===== config.mk =====
export PLATFORM = sky130hd
export DESIGN_NAME = udp_tx_sched
export DESIGN_NICKNAME = d
export VERILOG_FILES = /design/src/rtl/udp_tx_sched.sv
export SDC_FILE = /design/constraint.sdc
export NUM_CORES = 1
export LEC_CHECK = 0
export ABC_AREA = 1
export ABC_CLOCK_PERIOD_IN_PS = 4850
export BUFFER_PORTS_ARGS = -buffer_cell sky130_fd_sc_hd__clkbuf_2
export CELL_PAD_IN_SITES_DETAIL_PLACEMENT = 1
export CELL_PAD_IN_SITES_GLOBAL_PLACEMENT = 2
export CORE_MARGIN = 5
export CORE_UTILIZATION = 26
export DETAILED_ROUTE_END_ITERATION = 8
export GPL_TIMING_DRIVEN = 1
export PLACE_DENSITY_LB_ADDON = 0.15
export SETUP_SLACK_MARGIN = 0.3
export SYNTH_ARGS = -nofsm -noshare
export SYNTH_HDL_FRONTEND = slang
export SYNTH_SLANG_ARGS = --single-unit

===== constraint.sdc =====
create_clock -name gmii_tx_clk -period 4.85 [get_ports gmii_tx_clk]
set_input_delay 1.455 -clock gmii_tx_clk [delete_from_list [all_inputs] [get_ports gmii_tx_clk]]
set_output_delay 1.455 -clock gmii_tx_clk [all_outputs]
set_load 0.02 [all_outputs]

===== src/rtl/udp_tx_sched.sv =====
`timescale 1ns/1ps
// Two-channel packet scheduler feeding a UDP TX engine: round-robin picks a
// channel whose FIFO holds a full packet, streams it word by word, then idles.
module udp_tx_sched #(
    parameter int PKT_BYTES      = 1024,
    parameter int GAP_CYCLES     = 64,
    parameter int TIMEOUT_CYCLES = 65535,
    parameter int LVL_W          = 10
) (
    input  logic             gmii_tx_clk,
    input  logic             sys_rst,
    input  logic [1:0]       ch_en,
    input  logic [LVL_W-1:0] ch0_level,
    input  logic [LVL_W-1:0] ch1_level,
    input  logic [31:0]      ch0_rd_data,
    input  logic [31:0]      ch1_rd_data,
    output logic             ch0_rd_en,
    output logic             ch1_rd_en,
    input  logic             tx_req,
    input  logic             tx_done,
    output logic             tx_start_en,
    output logic [15:0]      tx_byte_num,
    output logic [31:0]      tx_data,
    output logic             busy,
    output logic             grant_ch,
    output logic [15:0]      pkt_cnt0,
    output logic [15:0]      pkt_cnt1,
    output logic [7:0]       timeout_cnt,
    output logic [1:0]       dbg_state
);

    localparam int WORDS    = PKT_BYTES / 4;
    localparam int GAP_HOLD = (GAP_CYCLES < 1) ? 1 : GAP_CYCLES;
    localparam int WC_W     = $clog2(WORDS + 1);
    localparam int GC_W     = $clog2(GAP_HOLD + 1);
    localparam int WD_W     = $clog2(TIMEOUT_CYCLES + 1);

    localparam logic [LVL_W:0] WORDS_LVL = (LVL_W + 1)'(WORDS);

    localparam logic [1:0] S_IDLE  = 2'd0;
    localparam logic [1:0] S_START = 2'd1;
    localparam logic [1:0] S_SEND  = 2'd2;
    localparam logic [1:0] S_GAP   = 2'd3;

    logic [1:0]      r_state;
    logic [1:0]      r_elig;
    logic            r_grant;
    logic [WC_W-1:0] r_word_cnt;
    logic [GC_W-1:0] r_gap_cnt;
    logic [WD_W-1:0] r_wdog;
    logic [15:0]     r_pkt_cnt0;
    logic [15:0]     r_pkt_cnt1;
    logic [7:0]      r_timeout_cnt;

    logic [1:0]      w_state_nxt;
    logic [1:0]      w_elig;
    logic            w_next_grant;
    logic            w_in_send;
    logic            w_fwd;
    logic            w_timeout;
    logic            w_done;
    logic            w_gap_end;

    assign w_elig[0] = ch_en[0] && ({1'b0, ch0_level} >= WORDS_LVL);
    assign w_elig[1] = ch_en[1] && ({1'b0, ch1_level} >= WORDS_LVL);

    // Tie goes to the channel that did not send last; grant_ch resets to 1 so ch0 wins first.
    assign w_next_grant = (&r_elig) ? ~r_grant : r_elig[1];

    assign w_in_send = (r_state == S_SEND);
    assign w_fwd     = w_in_send && tx_req && (r_word_cnt < WC_W'(WORDS));
    assign w_done    = w_in_send && tx_done;
    assign w_timeout = w_in_send && (r_wdog == WD_W'(TIMEOUT_CYCLES - 1));
    assign w_gap_end = (r_state == S_GAP) && (r_gap_cnt == GC_W'(GAP_HOLD - 1));

    assign ch0_rd_en   = w_fwd && !r_grant;
    assign ch1_rd_en   = w_fwd &&  r_grant;
    assign tx_data     = w_in_send ? (r_grant ? ch1_rd_data : ch0_rd_data) : 32'd0;
    assign tx_start_en = (r_state == S_START);
    assign tx_byte_num = 16'(PKT_BYTES);
    assign busy        = (r_state != S_IDLE);
    assign grant_ch    = r_grant;
    assign pkt_cnt0    = r_pkt_cnt0;
    assign pkt_cnt1    = r_pkt_cnt1;
    assign timeout_cnt = r_timeout_cnt;
    assign dbg_state   = r_state;

    always_comb begin
        w_state_nxt = r_state;
        case (r_state)
            S_IDLE:  if (|r_elig) w_state_nxt = S_START;
            S_START: w_state_nxt = S_SEND;
            S_SEND:  if (tx_done || w_timeout) w_state_nxt = S_GAP;
            S_GAP:   if (w_gap_end) w_state_nxt = S_IDLE;
            default: w_state_nxt = S_IDLE;
        endcase
    end

    // Eligibility is registered once, so the start pulse lands two edges after it is seen.
    always_ff @(posedge gmii_tx_clk) begin
        if (sys_rst) begin
            r_state       <= S_IDLE;
            r_elig        <= 2'b00;
            r_grant       <= 1'b1;
            r_word_cnt    <= '0;
            r_gap_cnt     <= '0;
            r_wdog        <= '0;
            r_pkt_cnt0    <= 16'd0;
            r_pkt_cnt1    <= 16'd0;
            r_timeout_cnt <= 8'd0;
        end else begin
            r_state <= w_state_nxt;
            r_elig  <= w_elig;

            if ((r_state == S_IDLE) && (|r_elig)) begin
                r_grant <= w_next_grant;
            end

            if (r_state == S_START) begin
                r_word_cnt <= '0;
            end else if (w_fwd) begin
                r_word_cnt <= r_word_cnt + 1'b1;
            end

            if (r_state == S_START) begin
                r_wdog <= '0;
            end else if (w_in_send) begin
                r_wdog <= r_wdog + 1'b1;
            end

            if (r_state == S_GAP) begin
                r_gap_cnt <= r_gap_cnt + 1'b1;
            end else begin
                r_gap_cnt <= '0;
            end

            // A completion in the same cycle as the watchdog expiry wins.
            if (w_done) begin
                if (r_grant) begin
                    r_pkt_cnt1 <= r_pkt_cnt1 + 16'd1;
                end else begin
                    r_pkt_cnt0 <= r_pkt_cnt0 + 16'd1;
                end
            end else if (w_timeout && (r_timeout_cnt != 8'hFF)) begin
                r_timeout_cnt <= r_timeout_cnt + 8'd1;
            end
        end
    end

    a_rd_exclusive: assert property (@(posedge gmii_tx_clk) disable iff (sys_rst)
        !(ch0_rd_en && ch1_rd_en));

    a_start_single: assert property (@(posedge gmii_tx_clk) disable iff (sys_rst)
        tx_start_en |=> !tx_start_en);

    a_word_bound: assert property (@(posedge gmii_tx_clk) disable iff (sys_rst)
        r_word_cnt <= WC_W'(WORDS));

endmodule


### Word-level counts from Yosys, hierarchy flattened

Index checks and enable logic that the tools add are counted.

* $mul: 0
* equality and inequality tests: 9
* divide/modulo/power cells: 0
* reduce and logical (&&, ||, !) cells: 23
* muxes and demuxes: 7
* bitwise operators: 3
* $add $sub $neg: 6
* shift operators: 0
* order comparisons: 3

Operators by type and width (number)
* $mux 32: 2
* $add 16x1->16 const B: 3
* $ge 10x9->1 const B: 2
* $eq 16x16->1 const B: 1
* $logic_and 1x1->1: 11
* $add 9x1->9 const B: 1
* $lt 9x9->1 const B: 1
* $add 8x1->8 const B: 1
* $ne 8x8->1 const B: 1
* $pmux 2 s4: 1
* $reduce_and 2->1: 4
* $add 7x1->7 const B: 1
* $eq 7x6->1 const B: 1
* $mux 2: 3
* $reduce_or 2->1: 3
* $eq 2x2->1 const B: 2
* $ne 2x2->1 const B: 2
* $not 1->1: 3
* $reduce_and 3->1: 1
* $eq 2x1->1 const B: 1
* $logic_not 2->1: 1
* $ne 2x1->1 const B: 1
* $reduce_bool 2->1: 1
* $logic_not 1->1: 1
* 2 further kinds: 2

* bits in latches: 0
* memories: 0
* memory bits (writable): 0
* bits in registers: 77
* output and inout bits: 95
* bits in read-only memories: 0

### Longest topological paths before layout

* depth after elaboration: 5
* mapped depth: 12
* mapped depth without buffers: 10

### Least setup slack after synthesis

Ideal clock, no wire load.

* kind: input to output
* start point: input tx_req
* end point: output ch0_rd_en
* arrival: 1840 ps
* stages: 2
* slack: 1555 ps
* cells stage by stage: nand3_4 nor2_1

* word-level cells in the longest chain between the ends: 3

Ends and longest elaborated chain
* start: declaration: RTL line 19 `input logic tx_req,`
* $logic_and 1x1->1 (2 in a row): RTL line 71 `assign w_fwd = w_in_send && tx_req && (r_word_cnt < WC_W'(WORDS));`
* $logic_and 1x1->1: RTL line 76 `assign ch0_rd_en = w_fwd && !r_grant;`
* end: declaration: RTL line 17 `output logic ch0_rd_en,`

No other way between the ends.

### Final worst setup path

* start point: register r_state[1] (netlist: dbg_state[1])
* end point: output tx_data[9]

* word-level cells in the longest chain between the ends: 2

Ends and longest elaborated chain
* start: declaration: RTL line 45 `logic [1:0] r_state;`
* start signal: assignment: RTL line 112 `r_state <= w_state_nxt;`
* $eq 2x2->1: RTL line 70 `assign w_in_send = (r_state == S_SEND);`
* $mux 32: RTL line 78 `assign tx_data = w_in_send ? (r_grant ? ch1_rd_data : ch0_rd_data) : 32'd0;`
* end: declaration: RTL line 23 `output logic [31:0] tx_data,`

No other way between the ends.

==> results.yml <==
status:
  outcome: "finished clean"
flow_run:
  max-cap-violations: 0
worst_setup_path:
  cp.depth: 5
  crit_chain: "ha_1 > buf_4 > o21ai_0 > nor2_1 > clkbuf_2"
  cp.required_ns: 3.39
  crit_family: "adder cells"
  reg2reg_slack_ns: 2.42
  crit_fanout: 23
  ff2ff_path_depth: 9
  start_kind: "flip-flop"
  cpPeakStageDelay_ns: 0.59
  crit_path_top_delay_cell: "ha_1"
  startpoint: "dbg_state[1]"
  crit_type: "reg2out"
  r2r-start: "dbg_state[1]"
  cp_num_buf_inv: 2
  cp.arrival_ns: 2.16
  cp-end-kind: "output port"
  worstSetupEndpoint: "tx_data[9]"
  r2r-end: "dbg_state[1]"
synth:
  synthesis.area_um2: 4410
  synthFlopType: "dfxtp_1"
  synthTopCellsByCount: "nor2_1, nand2_1, inv_1"
  avgSynthCellArea_um2: 6.57
  synth.distinct_cells: 36
  synth_top_cell_by_area: "dfxtp_1"
  synth_edf_count: 0
  synthCells: 671
  synth_area_leaders: "dfxtp_1, nor2_1, nand2_1, inv_1, o21ai_0"
  ys_warn_count: 0
  netlist.area_leader.share: 0.350
  ys_seq_area_frac: 0.350
  synth_most_common_cell: "nor2_1"
  synth-seq-cells: 77
  ys_async_sr_fraction: 0
die:
  io_pins: 185
  dieArea_um2: 19700
  die_h_um: 140
  die_w_um: 140
  start_util: 0.266
  core_um2: 16600
  rows: 47
detailed_routing:
  drtIter0Drc: 114
  ant_nets: 0
  wl_per_cell_um: 13.6
  drc: 0
  via_count: 4760
  viasPerCell: 4.57
  dr.pass1.iters: 4
  wirelength_um: 14200
clock_network:
  clkSinkCount: 77
  cts_root_buf: "clkbuf_16"
  hold_buffers: 0
  clkLatencyLatePin_ns: 0.34
  cts_setup_buffers: 0
  h-tree-depth: 3
  clk_pin_slew_worst_paths_ns: 0.06
  numCtsBuffers: 9
  cts_tree: "done"
  clockBufferDepth: 2
  cts-resized-gates: 0
power_and_ir_drop:
  power.leakage_nw: 2.61
  pwr-share-clk: 0.375
  swShare: 0.350
  p_comb_frac: 0.303
  ir_drop_uv: 185
  power.density_nw_per_um2: 374
  p_seq_frac: 0.322
  p_switching_mw: 0.741
  totalPowerFinal_mw: 2.12
  p_int_mw: 1.38
timing:
  fin_setup_tns_ns: 0
  fin_crit_ns: 3.62
  setup-violations-final: 0
  max_clock_freq_ghz: 0.276
  drv_slew: 0
  holdWs_ns: 0.450
  finalHoldViolCount: 0
  rsz0062_at_grt: "false"
  finalClockSkew_ns: 0.00317
  slew_headroom: 0.595
  period_share: 0.746
  tightest_slew_ns: 0.608
  setup_ws_ns: 1.23
grt:
  gr-total-overflow: 0
  grt_pass1_wl_um: 23500
  grt_max_degree: 38
  grt_pass1_vias: 4902
  antenna_found_initial: 0
  grt_util_all_layers: 0.145
final_layout:
  antenna_cells: 0
  nNetsFinal: 919
  finish.utilization: 0.342
  final_cells: 1042
  nFillCells: 2168
  multi_input_area_um2: 2400
  stdcell_area_um2: 5670
  drive_above_1_share: 0.232
  area_growth_pct: 28.6
  register_area_um2: 1540
placement:
  place_inst: 1027
  placed_area_um2: 5320
  portBuffers: 152
  post-dp-hpwl_um: 11400
  preCtsSetupSlack_ns: 1.27
  gp_congestion: 0.869
hold_path:
  hp-class: "reg2reg"
==> registers in the layout, summed over array words and instances (netlist names) <==
signal       cells
dbg_state        2
r_word_cnt       9
r_elig           2
r_gap_cnt        7
pkt_cnt0        16
grant_ch         1
timeout_cnt      8
r_wdog          16
pkt_cnt1        16
==> power groups by stage <==
stage	logic (mW)	clock network (mW)	registers, mW
2_1_floorplan	0.428	0	0.703
3_3_place_gp	0.636	0	0.696
3_5_place_dp	0.652	0	0.697
4_1_cts	0.656	0.825	0.683
5_1_grt	0.724	0.848	0.687
6_report	0.642	0.795	0.682
==> area by class of cell <==
| type | instances | share of cell area |
|---|---|---|
| clock inverters | 4 | 0.0168 |
| flip-flops and latches | 77 | 0.272 |
| multi-input cells | 492 | 0.423 |
| inverters | 81 | 0.0541 |
| clock buffers | 11 | 0.0446 |
| well taps | 220 | 0.0486 |
| repair buffers | 157 | 0.141 |
==> cells by family after synthesis <==
family	share of synthesized area
compound gates	0.132
xor+xnor	0.00795
fa+ha+maj	0.0312
buf+inv	0.118
flops	0.350
other cells	0.00170
simple gates	0.359
==> metal layers <==
layer,vias up,routed length (um),share of wire,global-route usage
li1,2418,-,-,-
met1,2176,6550,0.46,0.179
met2,149,6440,0.45,0.241
met3,17,949,0.067,0.0392
met4,0,268,0.019,0.0520
met5,-,0,0,0
==> placed cells by master (no fill, tap or decap), types with 4 or more instances in the layout <==
master	synthesis	routed
conb_1	2	16
nand3_1	35	35
ha_1	11	11
nand4_1	15	15
nor3_4	4	4
nand2_1	107	107
clkbuf_16	0	9
nor2_4	5	5
clkbuf_2	0	152
a21oi_1	44	44
nor2_1	151	151
dfxtp_1	77	77
buf_4	17	5
inv_1	79	79
nor3_1	17	17
o21ai_0	59	59
==> worst min path at each step <==
| stage | start | end | slack (ns) | depth (start not counted) |
|---|---|---|---|---|
| CTS | r_gap_cnt[0] | r_gap_cnt[0] | 0.45 | 1 |
| floorplan | r_gap_cnt[0] | r_gap_cnt[0] | 0.42 | 1 |
| global route | r_gap_cnt[0] | r_gap_cnt[0] | 0.49 | 1 |
| finish | r_gap_cnt[0] | r_gap_cnt[0] | 0.45 | 1 |
| detailed placement | r_gap_cnt[0] | r_gap_cnt[0] | 0.44 | 1 |
| global placement | r_gap_cnt[0] | r_gap_cnt[0] | 0.43 | 1 |
==> worst reg2reg max path, stage by stage (launching register included) <==
cell     delay [ns]
dfxtp_1        0.43
ha_1           0.59
buf_4          0.37
nand2_4        0.08
nor2_4         0.15
nand3_4        0.11
o21ai_1        0.31
nand3_1        0.14
nand2_1        0.09
nor2_1         0.05
No activity file was read; power rests on OpenSTA's default activity.
